==> src/rtl/mac_acc.sv <==
// mac_acc -- four-lane multiply-accumulate with a write-back handshake.
//
// One 8-bit unsigned sample x_in is multiplied by four 7-bit unsigned
// coefficients packed in coef_in, and each 15-bit product is accumulated
// into its own 18-bit lane (MU1..MU4). LEN valid samples form one result
// set. After the last sample, web pulses for one cycle (OUT). Four DRAIN
// cycles follow, and then the block returns to IDLE. Results hold until
// the next accepted start.
//
// Build option:
//   MAC_ACC_SAT_EN  defined   : lanes saturate at 18'h3FFFF
//                   undefined : lanes wrap modulo 2^18
//
// Ports:
//   clk       rising-edge clock
//   rst       asynchronous active-low reset
//   start     begin a new accumulation (only looked at in IDLE)
//   in_valid  x_in/coef_in valid (only looked at in ACC)
//   x_in      [7:0]  unsigned sample
//   coef_in   [27:0] {MU4,MU3,MU2,MU1} 7-bit unsigned coefficients
//   busy      high in every state except IDLE
//   web       one-cycle write-back strobe (OUT state)
//   MU1..MU4  [17:0] lane accumulators

// Per-lane accumulator. It is cleared on clr and adds x*coef on en.
module mac_acc_lane #(
  parameter int VEC_W = 18,
  parameter int X_W   = 8,
  parameter int C_W   = 7
) (
  input  logic             clk,
  input  logic             rst,
  input  logic             clr,
  input  logic             en,
  input  logic [X_W-1:0]   x,
  input  logic [C_W-1:0]   coef,
  output logic [VEC_W-1:0] acc
);
  logic [X_W+C_W-1:0] prod;
  logic [VEC_W:0]     sum;
  logic [VEC_W-1:0]   acc_d, acc_q;

  always_comb begin
    prod  = {{C_W{1'b0}}, x} * {{X_W{1'b0}}, coef};
    // One extra bit so the carry out of the lane is visible.
    sum   = {1'b0, acc_q} + (VEC_W+1)'(prod);
    acc_d = acc_q;
    if (clr) begin
      acc_d = '0;
    end else if (en) begin
`ifdef MAC_ACC_SAT_EN
      // Once pinned at all-ones, any further add carries out again.
      // The lane therefore stays saturated until clr.
      acc_d = sum[VEC_W] ? '1 : sum[VEC_W-1:0];
`else
      acc_d = sum[VEC_W-1:0];
`endif
    end
  end

  always_ff @(posedge clk or negedge rst) begin
    if (!rst) acc_q <= '0;
    else      acc_q <= acc_d;
  end

  assign acc = acc_q;
endmodule

module mac_acc #(
  parameter int LEN = 4
) (
  input  logic        clk,
  input  logic        rst,
  input  logic        start,
  input  logic        in_valid,
  input  logic [7:0]  x_in,
  input  logic [27:0] coef_in,
  output logic        busy,
  output logic        web,
  output logic [17:0] MU1,
  output logic [17:0] MU2,
  output logic [17:0] MU3,
  output logic [17:0] MU4
);
  localparam int NUM_LANES = 4;
  localparam int VEC_W     = 18;
  localparam int X_W       = 8;
  localparam int C_W       = 7;
  localparam int CNT_W     = $clog2(LEN + 1);

  typedef enum logic [1:0] {IDLE, ACC, OUT, DRAIN} state_t;

  state_t                           state_d, state_q;
  logic [CNT_W-1:0]                 cnt_d, cnt_q;
  logic [1:0]                       drain_d, drain_q;
  logic                             web_d, web_q;
  logic                             busy_d, busy_q;
  logic                             clr, acc_en;
  logic [NUM_LANES-1:0][C_W-1:0]    coef;
  logic [NUM_LANES-1:0][VEC_W-1:0]  acc;

  assign coef   = coef_in;
  assign clr    = (state_q == IDLE) && start;
  assign acc_en = (state_q == ACC) && in_valid;

  always_comb begin
    state_d = state_q;
    cnt_d   = cnt_q;
    drain_d = drain_q;
    unique case (state_q)
      IDLE: begin
        if (start) begin
          state_d = ACC;
          cnt_d   = '0;
        end
      end
      ACC: begin
        if (in_valid) begin
          if (cnt_q == CNT_W'(LEN - 1)) begin
            state_d = OUT;
            cnt_d   = '0;
          end else begin
            cnt_d = cnt_q + 1'b1;
          end
        end
      end
      OUT: begin
        state_d = DRAIN;
        drain_d = '0;
      end
      DRAIN: begin
        if (drain_q == 2'd3) state_d = IDLE;
        else                 drain_d = drain_q + 1'b1;
      end
      default: state_d = IDLE;
    endcase
    // Strobes are registered against the next state.
    // They then line up with the state they describe.
    web_d  = (state_d == OUT);
    busy_d = (state_d != IDLE);
  end

  always_ff @(posedge clk or negedge rst) begin
    if (!rst) begin
      state_q <= IDLE;
      cnt_q   <= '0;
      drain_q <= '0;
      web_q   <= 1'b0;
      busy_q  <= 1'b0;
    end else begin
      state_q <= state_d;
      cnt_q   <= cnt_d;
      drain_q <= drain_d;
      web_q   <= web_d;
      busy_q  <= busy_d;
    end
  end

  for (genvar i = 0; i < NUM_LANES; i++) begin : g_lane
    mac_acc_lane #(.VEC_W(VEC_W), .X_W(X_W), .C_W(C_W)) u_lane (
      .clk  (clk),
      .rst  (rst),
      .clr  (clr),
      .en   (acc_en),
      .x    (x_in),
      .coef (coef[i]),
      .acc  (acc[i])
    );
  end

  assign busy = busy_q;
  assign web  = web_q;
  assign MU1  = acc[0];
  assign MU2  = acc[1];
  assign MU3  = acc[2];
  assign MU4  = acc[3];
endmodule

==> config.mk <==
export PLATFORM = sky130hd
export DESIGN_NAME = mac_acc
export DESIGN_NICKNAME = d
export VERILOG_FILES = /design/src/rtl/mac_acc.sv
export SDC_FILE = /design/constraint.sdc
export NUM_CORES = 1
export LEC_CHECK = 0
export CAP_MARGIN = 20
export CORE_ASPECT_RATIO = 1.75
export CORE_MARGIN = 3
export CORE_UTILIZATION = 35
export CTS_CLUSTER_DIAMETER = 150
export DETAILED_ROUTE_END_ITERATION = 16
export PLACE_DENSITY = 0.6
export SLEW_MARGIN = 25
export SYNTH_ARGS = -nofsm -noshare
export SYNTH_HDL_FRONTEND = slang
export SYNTH_SLANG_ARGS = --single-unit
==> constraint.sdc <==
create_clock -name clk -period 7.2 [get_ports clk]
set_input_delay 1.08 -clock clk [delete_from_list [all_inputs] [get_ports clk]]
set_output_delay 1.08 -clock clk [all_outputs]
set_load 0.02 [all_outputs]
Yosys cells after proc, flatten, opt, wreduce, memory -nomap -nowiden
Index checks and enable logic that the tools add are counted.
{"block": "classes", "mux": 19, "n_eq_ne": 9, "multipliers": 4, "n_reduce_logical": 9, "n_addsub": 6}
{"operator": "18-bit two-way mux", "count": 8}
{"operator": "18-bit by 15-bit adder with 18-bit output", "count": 4}
{"operator": "8-bit by 7-bit multiplier with 15-bit output", "count": 4}
{"operator": "2-bit two-way mux", "count": 5}
{"operator": "3-bit two-way mux", "count": 3}
{"operator": "2-bit equality test, second input constant", "count": 4}
{"operator": "2-bit one-hot mux with 4 select lines", "count": 1}
{"operator": "2-bit nonzero test", "count": 4}
{"operator": "2-bit inequality test, second input constant", "count": 3}
{"operator": "3-bit one-hot mux with 2 select lines", "count": 1}
{"operator": "2-bit one-hot mux with 2 select lines", "count": 1}
{"operator": "3-bit by 1-bit adder with 3-bit output, second input constant", "count": 1}
{"operator": "3-bit by 2-bit equality test with 1-bit output, second input constant", "count": 1}
{"operator": "3-bit AND reduction", "count": 1}
{"operator": "2-bit by 1-bit adder with 2-bit output, second input constant", "count": 1}
{"operator": "2-bit by 1-bit equality test with 1-bit output, second input constant", "count": 1}
{"operator": "1-bit logical AND", "count": 2}
{"operator": "2-bit zero test", "count": 1}
{"operator": "2-bit AND reduction", "count": 1}
{"block": "totals", "output_inout_bits": 74, "in_bits": 40, "register_bits": 81, "wordCells": 56}

Longest topological paths before layout
{"block": "depth", "word_depth": 5, "mapped_depth": 18}

Modules after synthesis
From an unflattened synthesis, not the netlist that was laid out.
{"block": "unflattened", "hier_cells": 1483, "area_unflattened_um2": 13292.7}
{"module": "mac_acc_lane at g_lane[3].u_lane", "cells_per_inst": 363, "instances": 1, "area_each_um2": 3243.1, "seq_area_each_um2": 450.4}
{"module": "mac_acc_lane at g_lane[0].u_lane", "cells_per_inst": 366, "instances": 1, "area_each_um2": 3233.1, "seq_area_each_um2": 450.4}
{"module": "mac_acc_lane at g_lane[1].u_lane", "cells_per_inst": 358, "instances": 1, "area_each_um2": 3185.6, "seq_area_each_um2": 450.4}
{"module": "mac_acc_lane at g_lane[2].u_lane", "cells_per_inst": 349, "instances": 1, "area_each_um2": 3159.3, "seq_area_each_um2": 450.4}
{"module": "mac_acc", "cells_per_inst": 47, "instances": 1, "area_each_um2": 471.7, "seq_area_each_um2": 225.2}

Worst setup path before layout
OpenSTA, ideal clock, no wires.
{"block": "synth_path", "path_type": "input to register", "start": "input port x_in[6]", "end": "register g_lane[2].u_lane.acc_q[13]", "arrival_ns": 5.286, "path_slack_ns": 1.793, "required_ns": 7.078, "cell_stages": 17, "path_cell_list": "clkbuf_1 clkbuf_1 nand2_1 fa_1 inv_1 fa_1 fa_1 inv_1 fa_1 inv_1 ha_1 a21o_1 and3_1 nor3_4 a21oi_1 or3_1 a32o_1"}
{"block": "synth_via", "elab_chain_cells": 4}
{"item": "start, declared", "line": "76", "rtl": "input logic [7:0] x_in,"}
{"item": "8-bit by 7-bit multiplier with 15-bit output", "line": "44", "rtl": "prod = {{C_W{1'b0}}, x} * {{X_W{1'b0}}, coef};"}
{"item": "18-bit by 15-bit adder with 18-bit output", "line": "46", "rtl": "sum = {1'b0, acc_q} + (VEC_W+1)'(prod);"}
{"item": "18-bit two-way mux", "line": "50", "rtl": "end else if (en) begin"}
{"item": "18-bit two-way mux", "line": "48", "rtl": "if (clr) begin"}
{"item": "end signal, assigned", "line": "62", "rtl": "if (!rst) acc_q <= '0;"}
{"item": "end signal, assigned", "line": "63", "rtl": "else acc_q <= acc_d;"}
{"item": "end, declared", "line": "41", "rtl": "logic [VEC_W-1:0] acc_d, acc_q;"}
No other way between the ends. The select of a mux whose other input is x is not followed.
A chain may end at the register's enable or synchronous reset.

Worst setup path after layout
{"block": "layout_path", "start": "input port x_in[5]", "end": "register g_lane[2].u_lane.acc_q[13]"}
The elaborated chain is that of the path after synthesis.

==> summary.md <==
| Metric | Value |
|---|---|
| Status | `finished, final reports clean` |
| Post-Synth XOR/XNOR Area | `2.82%` |
| Power Dens Cells | `roughly 500 nW/um^2` |
| Buffers on Ports | `around 110` |
| Synth Area in Adders | `42.4%` |
| Async SR Flop Fraction | `100%` |
| GPL Wtd Cong | `~0.86` |
| Final HPWL DP | `26,600 um` |
| Final WS setup | `1.23 ns` |
| Max-slew violations | `0` |
| Pre-Repair DR Iteration Count | `5` |
| Synth Instances | `approximately 1,500` |
| Worst rel slew slack | `36.2%` |
| Placement Rows | `91` |
| Mux cell area share after synthesis | `0.403%` |
| FMAX | `168 MHz` |
| Die ar. | `38,700 um^2` |
| Die width | `roughly 150 um` |
| Post-Route WL | `33,800 um` |
| Part of the cycle the worst path needs | `82.9%` |
| Post-Syn Area per Cell | `8.76 um^2` |
| Worst Path Arrival | `6.23 ns` |
| EDFF count, synth | `0` |
| Peak VDD IR | `277 uV` |
| Vias/cell | `4.97` |
| Synth area leader | `fa_1` |
| Via count | `10,045` |
| Share of layout cells above drive strength 1 | `between 3 and 4%` |
| Pre-CTS WS | `between 0.7 and 0.8 ns` |
| CP Cell Sequence | `clkdlybuf4s50_1 > buf_4 > nand2_1 > fa_1 > inv_1 > fa_1 > fa_1 > inv_1 > fa_1 > inv_1 > ha_1 > a21o_1 > and3_1 > nor3_4 > a21oi_1 > or3_1 > a32o_1` |
| Initial core utilization | `35.8%` |
| Initial antenna violation count | `2` |
| Post-synth top cells | `314 x inv_1, 177 x nand2_1, 168 x fa_1` |
| CTS Hold Bufs | `0` |
| Measured slew at the worst slew-check pin | `0.955 ns` |
| Syn Nets | `1,821` |
| Reg clk slew, reported paths | `around 0.080 ns` |
| Root Driver | `clkbuf_16` |
| Max Cap Violations | `0` |
| Largest family of logic cells by synthesized area | `adder cells` |
| Worst hold stages | `1` |
| Most common cell in the netlist | `inv_1` |
| Compound-cell area share of the yosys netlist | `11.8%` |
| Post-Synth Simple-Gate Area | `16.0%` |
| Reg2Reg Depth | `14` |
| Syn. warnings | `0` |
| Setup CP Type | `in2reg` |
| P&R area growth vs syn | `15.5%` |
| Worst Setup End Kind | `flip-flop` |
| RSZ-0062 raised after global routing | `false` |
| LEAKAGE | `7.45 nW` |
| Count of cell types in the netlist | `66` |
| Initial DRC count | `360` |
| Drt wl/cell | `16.7 um` |
| Share of the synthesized area in the top cell type | `26.4%` |
| Worst Clk Skew | `0.0122 ns` |
| TritonCTS clock tree | `built` |
| Hold_ws | `0.494 ns` |
| Critical path fanouts, max | `19` |
| Largest net degree at the start of global routing | `67` |
| Hold Fails Final Rpt | `0` |
| Die Span Y | `258 um` |
| Postcts setup bufs | `0` |
| Slowest Stage Delay on Critical Path | `1.03 ns` |
| Clock sink count | `81` |
| Layout Nets | `1,919` |
| Core ar. | `35,500 um^2` |
| Resized cells post-CTS | `0` |
| Gr usage total | `18.1%` |
| Most common cell on crit path | `fa_1` |
| CP required | `approximately 7.5 ns` |
| IO Pins | `approximately 110` |
| Dominant cells by area after synthesis | `fa_1 26%, dfrtp_1 16%, ha_1 16%` |
| Clock Latency Late Sink | `0.38 ns` |
| Ys flop type | `dfrtp_1` |
| CP Launch Type | `primary input` |
| Residual DRC count | `0` |
| Sequential area share after synthesis | `15.9%` |
| Final ANT Viol Nets | `0` |
| Gr ovfl total | `0` |
| H-tree levels | `3` |
| Register bit total from synthesis | `81` |
| Vias in the first global route | `10,706` |
| Mapped cell area | `around 13,000 um^2` |
| Total Power | `7.16 mW` |
| Slowest stage cell on the critical path | `clkdlybuf4s50_1` |
| Final min period | `a little under 6 ns` |
| Setup tns final | `0 ns` |
| Clock buffer depth | `2` |
| Hold/Removal Path Class | `reg2reg` |
| # setup viols final | `0` |
| CTS buffer count | `9` |
| First-pass GRT wire length | `55,400 um` |
## cell type report
class | instances | area, um^2
Antenna cell | 2 | 5.00
Clock buffer | 9 | 225
Clock inverter | 7 | 61.3
Fill cell | 3533 | 20800
Inverter | 314 | 1180
Multi-Input combinational cell | 1012 | 9340
Sequential cell | 81 | 2030
Tap cell | 465 | 582
Timing Repair Buffer | 131 | 1260
## cells in the final DEF (no fill, tap or decap), drive strengths merged, types with 3 or more instances in the layout
cell	netlist	final
nor3	10	10
nand4	4	4
o211ai	6	6
xnor2	19	19
o22ai	19	19
nand2	177	177
a211o	4	4
or3	3	3
dfrtp	81	81
inv	314	317
xor2	22	22
a22o	5	5
mux2i	4	4
and3	6	6
clkdlybuf4s50	0	112
a32o	3	3
or2	5	5
nor2b	8	8
a31oi	10	10
nor2	28	28
o21ai	56	56
a21o	15	15
a21boi	3	3
nand2b	4	4
a211oi	14	14
ha	162	162
o21a	7	7
clkbuf	31	9
o31ai	5	5
nand3	11	11
a21oi	61	61
o21bai	5	5
buf	13	19
and2	140	140
fa	168	168
## metrics by stage
step                std cells  util [%]  cell area, um^2
finish                   2021      41.3            14700
global route             2020      41.3            14700
CTS                      2019      41.3            14700
detailed placement       2003      40.5            14400
global placement         2003      40.5            14400
floorplan                1451         -            12700
## power by group
group	switching [mW]	internal, mW
sequential	0.213	0.687
combinational	3.34	2.44
clock	0.240	0.240
total	3.79	3.37
## critical path: cells and delay by family
family          cells  cell delay (ns)
compound gates      3             0.56
buf+inv             5             1.44
simple gates        4             0.86
fa+ha+maj           5             2.29
## registers in the layout (all words and copies together), names as in the netlist
name	count
web	1
cnt_q	3
g_lane.u_lane.acc	72
drain_q	2
busy	1
state_q	2
## final timing paths
path / start / to / slack, ns
setup / recovery: x_in[5] / g_lane[2].u_lane.acc[13]$_DFFE_PN0P_ / 1.23
hold / removal: cnt_q[2]$_DFFE_PN0P_ / cnt_q[2]$_DFFE_PN0P_ / 0.49
setup reg to reg: g_lane[2].u_lane.acc[6]$_DFFE_PN0P_ / g_lane[2].u_lane.acc[16]$_DFFE_PN0P_ / 3.29
hold reg to reg: cnt_q[2]$_DFFE_PN0P_ / cnt_q[2]$_DFFE_PN0P_ / 0.49
max in group asynchronous: rst / g_lane[2].u_lane.acc[11]$_DFFE_PN0P_ / 5.44
min in group asynchronous: rst / g_lane[0].u_lane.acc[16]$_DFFE_PN0P_ / 0.64
## kinds of logic after synthesis
| family | after synthesis |
|---|---|
| flip-flops | 81 |
| buffers and inverters | 358 |
| AND/OR/NAND/NOR | 405 |
| XOR/XNOR | 41 |
| AO/OA/AOI/OAI | 231 |
| multiplexers | 5 |
| adder cells (fa/ha/maj) | 330 |
## per-layer routing
metal	GRT usage (%)	vias up	wire length, um
met1	20.1	5007	12800
met4	6.56	0	1090
met2	34.3	196	18700
met3	2.70	63	1210
li1	-	4779	-
met5	0	-	0
No activity file was read; power rests on OpenSTA's default activity.
